## src/rtl/jt51_kcenc.sv

```systemverilog
// Purpose: frequency-to-keycode encoder. It finds the largest KC/KF pair whose phase base
//          (the octave-shifted phase increment) does not exceed an 18-bit target.
// Latency: start accepted on cen cycle N, done pulses on cen cycle N+14.
// Backpressure: none. A start is taken only while idle, and cen=0 freezes every register.
// Ports: rst/clk/cen  async active-high reset, clock, clock enable
//        start/target request and 18-bit unsigned target phase base (sampled on acceptance)
//        busy/done    busy from acceptance until done; done is a one-cen-cycle pulse
//        kc/kf/under  result registers; they hold until the next done

module jt51_kcenc (
   input  logic        rst,
   input  logic        clk,
   input  logic        cen,
   input  logic        start,
   input  logic [17:0] target,
   output logic        busy,
   output logic        done,
   output logic [6:0]  kc,
   output logic [5:0]  kf,
   output logic        under
);

   typedef enum logic [1:0] {IDLE, SEARCH, DONE} state_t;

   state_t      state_q, state_d;
   logic [17:0] target_q, target_d;
   logic [12:0] acc_q, acc_d;
   logic [3:0]  bit_q, bit_d;
   logic [6:0]  kc_d;
   logic [5:0]  kf_d;
   logic        under_d;

   logic [12:0] trial;
   logic [9:0]  rom_addr;
   logic [11:0] rom_p, rom_p0;
   logic [17:0] trial_pb, pb0;
   logic [2:0]  t_oct;

   // note_code = note + note/3. This skips the unused codes 3, 7, 11 and 15.
   function automatic logic [3:0] note_code(input logic [3:0] n);
      if (n >= 4'd9)      return n + 4'd3;
      else if (n >= 4'd6) return n + 4'd2;
      else if (n >= 4'd3) return n + 4'd1;
      else                return n;
   endfunction

   assign trial = acc_q | (13'd1 << bit_q);
   assign t_oct = trial[12:10];
   // Notes 12..15 alias the top entry of their octave (note 11, kf 63).
   // This keeps pb nondecreasing across the whole 13-bit index space.
   assign rom_addr = (trial[9:6] >= 4'd12) ? 10'd767 : trial[9:0];

   jt51_phinc_rom u_rom  (.keycode(rom_addr), .phinc(rom_p));
   jt51_phinc_rom u_rom0 (.keycode(10'd0),    .phinc(rom_p0));

   // Octave 2 is the unshifted reference. Octaves 0 and 1 shift right, octaves 3..7 shift left.
   always_comb begin
      trial_pb = {6'd0, rom_p};
      if (t_oct < 3'd2) trial_pb = {6'd0, rom_p} >> (3'd2 - t_oct);
      else              trial_pb = {6'd0, rom_p} << (t_oct - 3'd2);
   end

   assign pb0 = {6'd0, rom_p0} >> 2;

   always_comb begin
      logic [12:0] acc_nxt;
      logic [3:0]  note_f;
      logic [5:0]  kf_f;
      state_d  = state_q;
      target_d = target_q;
      acc_d    = acc_q;
      bit_d    = bit_q;
      kc_d     = kc;
      kf_d     = kf;
      under_d  = under;
      acc_nxt  = acc_q;
      note_f   = 4'd0;
      kf_f     = 6'd0;
      case (state_q)
         IDLE: begin
            if (start) begin
               target_d = target;
               acc_d    = 13'd0;
               bit_d    = 4'd12;
               state_d  = SEARCH;
            end
         end
         SEARCH: begin
            if (trial_pb <= target_q) acc_nxt = trial;
            acc_d = acc_nxt;
            if (bit_q == 4'd0) begin
               state_d = DONE;
               // Results are registered as DONE is entered, so they are valid with the pulse.
               note_f = acc_nxt[9:6];
               kf_f   = acc_nxt[5:0];
               if (note_f >= 4'd12) begin
                  note_f = 4'd11;
                  kf_f   = 6'd63;
               end
               under_d = (target_q < pb0);
               if (under_d) begin
                  kc_d = 7'd0;
                  kf_d = 6'd0;
               end else begin
                  kc_d = {acc_nxt[12:10], note_code(note_f)};
                  kf_d = kf_f;
               end
            end else begin
               bit_d = bit_q - 4'd1;
            end
         end
         DONE:    state_d = IDLE;
         default: state_d = IDLE;
      endcase
   end

   always_ff @(posedge clk or posedge rst) begin
      if (rst) begin
         state_q  <= IDLE;
         target_q <= 18'd0;
         acc_q    <= 13'd0;
         bit_q    <= 4'd0;
         kc       <= 7'd0;
         kf       <= 6'd0;
         under    <= 1'b0;
      end else if (cen) begin
         state_q  <= state_d;
         target_q <= target_d;
         acc_q    <= acc_d;
         bit_q    <= bit_d;
         kc       <= kc_d;
         kf       <= kf_d;
         under    <= under_d;
      end
   end

   assign busy = (state_q != IDLE);
   assign done = (state_q == DONE);

endmodule

// Purpose: phase-increment table indexed by {note[3:0], kf[5:0]}. Each semitone base is
//          linearly interpolated toward the next semitone over 64 key fractions.
// Latency: combinational.
// Backpressure: none.
// Ports: keycode  {note 0..11, kf}; notes 12..15 read as note 11
//        phinc    12-bit phase increment for octave 2
module jt51_phinc_rom (
   input  logic [9:0]  keycode,
   output logic [11:0] phinc
);

   function automatic logic [11:0] note_base(input logic [3:0] n);
      case (n)
         4'd0:    return 12'd1299;
         4'd1:    return 12'd1376;
         4'd2:    return 12'd1458;
         4'd3:    return 12'd1545;
         4'd4:    return 12'd1637;
         4'd5:    return 12'd1734;
         4'd6:    return 12'd1837;
         4'd7:    return 12'd1946;
         4'd8:    return 12'd2062;
         4'd9:    return 12'd2184;
         4'd10:   return 12'd2314;
         4'd11:   return 12'd2452;
         default: return 12'd2598;  // next octave's first note, used as the interpolation end
      endcase
   endfunction

   logic [3:0]  n_lo, n_hi;
   logic [11:0] base_lo, base_hi, diff;
   logic [17:0] step;

   assign n_lo    = (keycode[9:6] >= 4'd12) ? 4'd11 : keycode[9:6];
   assign n_hi    = n_lo + 4'd1;
   assign base_lo = note_base(n_lo);
   assign base_hi = note_base(n_hi);
   assign diff    = base_hi - base_lo;
   assign step    = 18'(diff) * 18'(keycode[5:0]);
   assign phinc   = base_lo + step[17:6];

endmodule

```

## config.mk

```make
export PLATFORM = sky130hd
export DESIGN_NAME = jt51_kcenc
export DESIGN_NICKNAME = d
export VERILOG_FILES = /design/src/rtl/jt51_kcenc.sv
export SDC_FILE = /design/constraint.sdc
export NUM_CORES = 1
export LEC_CHECK = 0
export BUFFER_PORTS_ARGS = -buffer_cell sky130_fd_sc_hd__buf_2
export CAP_MARGIN = 20
export CELL_PAD_IN_SITES_DETAIL_PLACEMENT = 1
export CELL_PAD_IN_SITES_GLOBAL_PLACEMENT = 2
export CORE_ASPECT_RATIO = 0.9
export CORE_MARGIN = 8
export CORE_UTILIZATION = 41
export DETAILED_ROUTE_END_ITERATION = 6
export PLACE_DENSITY_LB_ADDON = 0.3
export SYNTH_ARGS = -nofsm -noshare
export SYNTH_HDL_FRONTEND = slang
export SYNTH_SLANG_ARGS = --single-unit
```

## constraint.sdc

```tcl
create_clock -name clk -period 33.1 [get_ports clk]
set_input_delay 8.275 -clock clk [delete_from_list [all_inputs] [get_ports clk]]
set_output_delay 8.275 -clock clk [all_outputs]
set_load 0.02 [all_outputs]
```

# Yosys cells after proc, flatten, opt, wreduce, memory -nomap -nowiden
# Memory sizes are Yosys's and may differ from the RTL's.
# Index checks and enable logic that the tools add are counted.
# W data, S select, Z words.
# op_classes
n_addsub	9
mul	1
order_cmp	9
n_eq_ne	5
n_shift	3
n_mux	22
bitwise	1
reduce_logical	9
# ops
op	count
$mux W13	3
$mux W4	9
$pmux W13 S2	1
$le A18 B18 Y1	1
$lt A18 B10 Y1	1
$mul A12 B6 Y18	1
$mux W18	1
$shl A12 B3 Y18	1
$shr A12 B3 Y18	1
$ge A4 B4 Y1 const B	4
$or A13 B13 Y13	1
$shl A1 B4 Y13 const A	1
$add A12 B12 Y12	1
$mux W6	2
$reduce_and A3 Y1	4
$sub A12 B12 Y12	1
$mux W10	1
$add A4 B1 Y4 const B	2
$add A4 B2 Y4 const B	2
$pmux W4 S2	1
$mux W7	1
$ne A2 B2 Y1 const B	3
$ge A4 B2 Y1 const B	1
$ge A4 B3 Y1 const B	1
other kinds (12)	14
# word_totals
reg_bits	51
mem_bits_ro	576
inputBits	22
output_inout_bits	16
elab_cells	69
n_memories	3
# mem_list
memory	words	word_bits	read_ports	rd_clocked_by_memory_dff	write_ports	line_no	source
(name not given)	16	12	1	0	0	154	case (n)
(name not given)	16	12	1	0	0	154	
(name not given)	16	12	1	0	0	154	

# Depth between registers and ports, before layout
# An unclocked memory read counts as a cell.
# logic_depth
word_depth	25
ltp_mapped	61
mapped_depth_nobuf	58

# By module
# A second synthesis with hierarchy kept.
# hier_totals
cells_unflattened	1443
hier_area_um2	11467.2
# by_module_without_submodules
mod	n_inst	cells_each	area_per_inst_um2
jt51_kcenc	1	518	4324.1
jt51_phinc_rom at u_rom0	1	464	3580.9
jt51_phinc_rom at u_rom	1	461	3562.2

# Least setup slack after synthesis
# Ideal clock, no wire load.
# synth_timing
path_type	register to register
start	reg bit_q[1]
end	reg kc[1]
setup_ps	132
t_arrival_ps	12534
setup_slack_ps	20434
path_stages_with_launch	61
path_cell_list	dfrtp_1 inv_1 ha_1 clkbuf_1 o22a_1 o21a_1 buf_6 nor2_1 inv_1 ha_1 inv_1 ha_1 clkbuf_1 mux2i_1 a21oi_1 fa_1 maj3_1 a21oi_1 [... 25 more ...] nand2_1 nor2_1 a221o_1 a221o_1 ha_1 nand4_1 nor2_1 nand2_1 o32a_1 o31ai_1 o21ai_0 nand2_1 inv_1 ha_1 a21boi_0 nor3_1 a221oi_1 o21ai_0
# synth_via
elab_chain_len	25
# synth_lines
element	line_no	source
start, declared	28	logic [3:0] bit_q, bit_d;
start signal, assigned	130	bit_q <= bit_d;
$shl A1 B4 Y13	47	assign trial = acc_q | (13'd1 << bit_q);
$or A13 B13 Y13	47	
$ge A4 B4 Y1	51	assign rom_addr = (trial[9:6] >= 4'd12) ? 10'd767 : trial[9:0];
$mux W10	51	
$ge A4 B4 Y1	175	assign n_lo = (keycode[9:6] >= 4'd12) ? 4'd11 : keycode[9:6];
$mux W4	175	
$add A4 B1 Y4	176	assign n_hi = n_lo + 4'd1;
$mem_v2 Z16 W12	--	
[... 9 more ...]	--	
$mux W4	96	if (note_f >= 4'd12) begin
$mux W4	91	if (bit_q == 4'd0) begin
$mux W4	79	case (state_q)
$add A4 B1 Y4 / $ge A4 B2 Y1 (equally long branches)	43	else if (n >= 4'd3) return n + 4'd1;
$mux W4	43	
$mux W4	42	else if (n >= 4'd6) return n + 4'd2;
$mux W4	41	if (n >= 4'd9) return n + 4'd3;
$mux W7	101	if (under_d) begin
end signal, assigned	131	kc <= kc_d;
end, declared	18	output logic [6:0] kc,
# Parallel ways exist; a longest one is shown, timed or not. The select of a mux whose other input is x is not followed.
# A chain may end at the register's enable or synchronous reset.

# Final worst setup path
# Same ends and word-level chain as after synthesis.

==> results by group <==
Setup path
  • Worst setup path endpoint: kc[1]$_DFFE_PP0P_
  • R2R Path Start: bit_q[1]$_DFFE_PP0P_
  • CP max stage delay: 0.55 ns
  • Cells on worst reg2reg path: 56
  • Crit end category: flip-flop
  • R2R setup slack: between 15 and 20 ns
  • Crit path max fanout: 18
  • Critical Path Source Type: flip-flop
  • WP data required: between 30 and 40 ns
  • Reg-to-reg endpoint: kc[1]$_DFFE_PP0P_
  • Slowest cell on crit path: clkinv_1
  • CP arrival: 15.13 ns
  • CP startpoint: bit_q[1]$_DFFE_PP0P_
  • Worst Setup Path Type: flip-flop to flip-flop

Timing
  • Fmax: 66.9 MHz
  • Slew Limit Headroom: a little over a third
  • Final Skew: 0.0103 ns
  • Measured slew at the worst slew-check pin: roughly 0.98 ns
  • Setup violations, final: 0
  • Tmin final: 14.95 ns
  • RSZ-0062 raised after global routing: no
  • Final-report hold violation count: 0
  • Final period utilization: between 40% and 50%
  • Post-route setup slack: approximately 18 ns
  • Slew Limit Fails: 0
  • Final setup TNS: 0 ns

GRT
  • Global-route wire length before repair: 40300 µm
  • Largest net degree at the start of global routing: 52
  • Vias in the first global route: 7454
  • Initial antenna violation count: 0
  • Global Route Usage Sum: 20.8%
  • GR Overflow Total: 0

Logic synthesis
  • Area contributors post-synth: dfrtp_1, ha_1, fa_1
  • Post-synth EDFFs: 0
  • Syn Nets: approximately 1200
  • Area leader, netlist: dfrtp_1
  • Post-synth top cells: nand2_1, nor2_1, inv_1, ha_1, a21oi_1
  • Syn Area/Cell: 7.60 µm²
  • Most used DFF post-synth: dfrtp_1
  • Synth top area share: 16.5%
  • Syn. warnings: 0
  • Post-Syn Area: 0.00774 mm²
  • Sequential share of the synthesized area: around 16%
  • Synth Register Bits: just over 50
  • Unique masters post-synth: 75
  • Mapped Cells: about 1000
  • Synth async-reset ratio: 100%
  • Most common cell in the netlist: nand2_1

Cells and area
  • Area Overhead vs Synth: 7.13%
  • Fill count: 2339
  • Layout cells sized above 1: 7.77%
  • Ant diodes: 0
  • Core Util, Final: about 45%
  • Final non-filler cell total: approximately 1300
  • NumNets Final: 1175

Routing
  • Post-DRT Antenna Nets: 0
  • TritonRoute pass-1 iters: 5
  • Routed wire length: 24200 µm
  • Wire per inst: 19.0 µm
  • Vias: 7308
  • Via/cell ratio: around 5.7
  • DRT iter0 DRCs: 412
  • DRC: 0

Hold path
  • Hold Crit Class: flip-flop to flip-flop
  • Hold Path Depth: 1

Floorplan
  • Die width: 161 µm
  • Initial Util: a little over two fifths
  • IO Pins: 38
  • Die footprint: approximately 0.024 mm²
  • Cell Rows: 47
  • Total core area: about 0.018 mm²
  • Die Ht: around 150 µm

Placed design
  • GPL Wtd Cong: 0.874
  • Final HPWL DP: 19700 µm
  • Worst slack, placed: between 15 and 20 ns
  • Input/output buffers: 37
  • Cells after DPL: ~1300

CTS
  • Clock sinks: between 50 and 60
  • Total CTS buffers: 5
  • Root Driver: clkbuf_16
  • Setup Buffers After CTS: 0
  • Post-CTS Hold Buffers: 0
  • Clock Path Buffers: 2
  • Clk slew on worst S/H paths: 0.08 ns
  • # H-tree levels: 2
  • Post-cts resize count: 0
  • CTS tree: yes
  • Clock latency on the worst-skew pair: slightly above 0.3 ns

Flow run
  • Max-Cap Viols: 0

Run status
  • Status: completed
[cell families after synthesis]
kind of cell | Yosys count | synth area share [%]
xor+xnor | 37 | 4.38
mux | 21 | 3.07
compound gates | 288 | 23.8
flops | 51 | 16.5
simple gates | 347 | 20.3
buf+inv | 148 | 7.52
fa+ha+maj | 126 | 24.4
[metrics by stage]
stage,instance area (µm²),hold slack (ns)
after floorplan,7740,0.452
after global placement,8120,0.458
after detailed placement,8120,0.463
after CTS,8270,0.489
after global routing,8290,0.503
final,8290,0.482
[per-layer routing]
layer	track usage [%]	up-vias	part of all wire [%]
met2	31.8	127	44
met5	0	-	0
li1	-	3532	-
met3	2.11	20	3.5
met1	31.0	3629	51
met4	3.98	0	0.93
[worst max-delay path, delay by kind of cell (launching register included)]
family                     cells  cell delay, ns
buffers and inverters          7            1.25
xor gates and xnor gates       2            0.53
AOI/OAI and AO/OA             21            4.94
adders and majority gates     11            4.46
DFF                            1            0.42
and+or+nand+nor               12            2.41
muxes                          3            0.78
[sequential cells by signal, indices dropped and copies added (netlist names)]
name,cells
acc_q,13
under,1
state_q,2
target_q,18
kc,7
kf,6
bit_q,4
[cell type report]
class,instances,area [µm²],area share (%)
clock buffer,5,125,1.51
clock inverter,3,22.5,0.272
multi-input combinational,819,5890,71.0
sequential,51,1280,15.4
tap,245,307,3.70
inverter,103,387,4.66
timing repair buffer,49,285,3.44
[worst min path at each step]
stage	start	endpoint	slack (ns)
4_1_cts	kf[0]$_DFFE_PP0P_	kf[0]$_DFFE_PP0P_	0.49
3_5_place_dp	kf[0]$_DFFE_PP0P_	kf[0]$_DFFE_PP0P_	0.46
5_1_grt	kf[0]$_DFFE_PP0P_	kf[0]$_DFFE_PP0P_	0.50
3_3_place_gp	kf[4]$_DFFE_PP0P_	kf[4]$_DFFE_PP0P_	0.46
6_report	kf[0]$_DFFE_PP0P_	kf[0]$_DFFE_PP0P_	0.48
2_1_floorplan	target_q[0]$_DFFE_PP0P_	target_q[0]$_DFFE_PP0P_	0.45
[layout by cell type, fill, tap and decap left out, types with 4 or more instances in the layout]
cell type and n:
o21a_1 14, ha_1 82, o22ai_1 4, a21boi_0 4, or2_2 7, nor2b_1 17
a31oi_1 13, a211oi_1 13, xnor2_1 24, nand2b_1 19, nand3_1 7, clkbuf_16 5
buf_2 38, nor2_1 106, a21oi_1 79, buf_4 10, o21ai_0 71, dfrtp_1 51
a22oi_1 5, mux2i_1 17, inv_1 100, o211ai_1 5, nor4_1 5, nand2_1 128
xor2_1 11, a21o_1 22, and3_1 5, o31ai_1 4, fa_1 42, nand4_1 9
and2_1 10, o21ai_1 5, o21bai_1 4, nor3_1 19
Power is not shown: default switching activity piles up to over one toggle a cycle in this logic, so the estimate is an artifact.
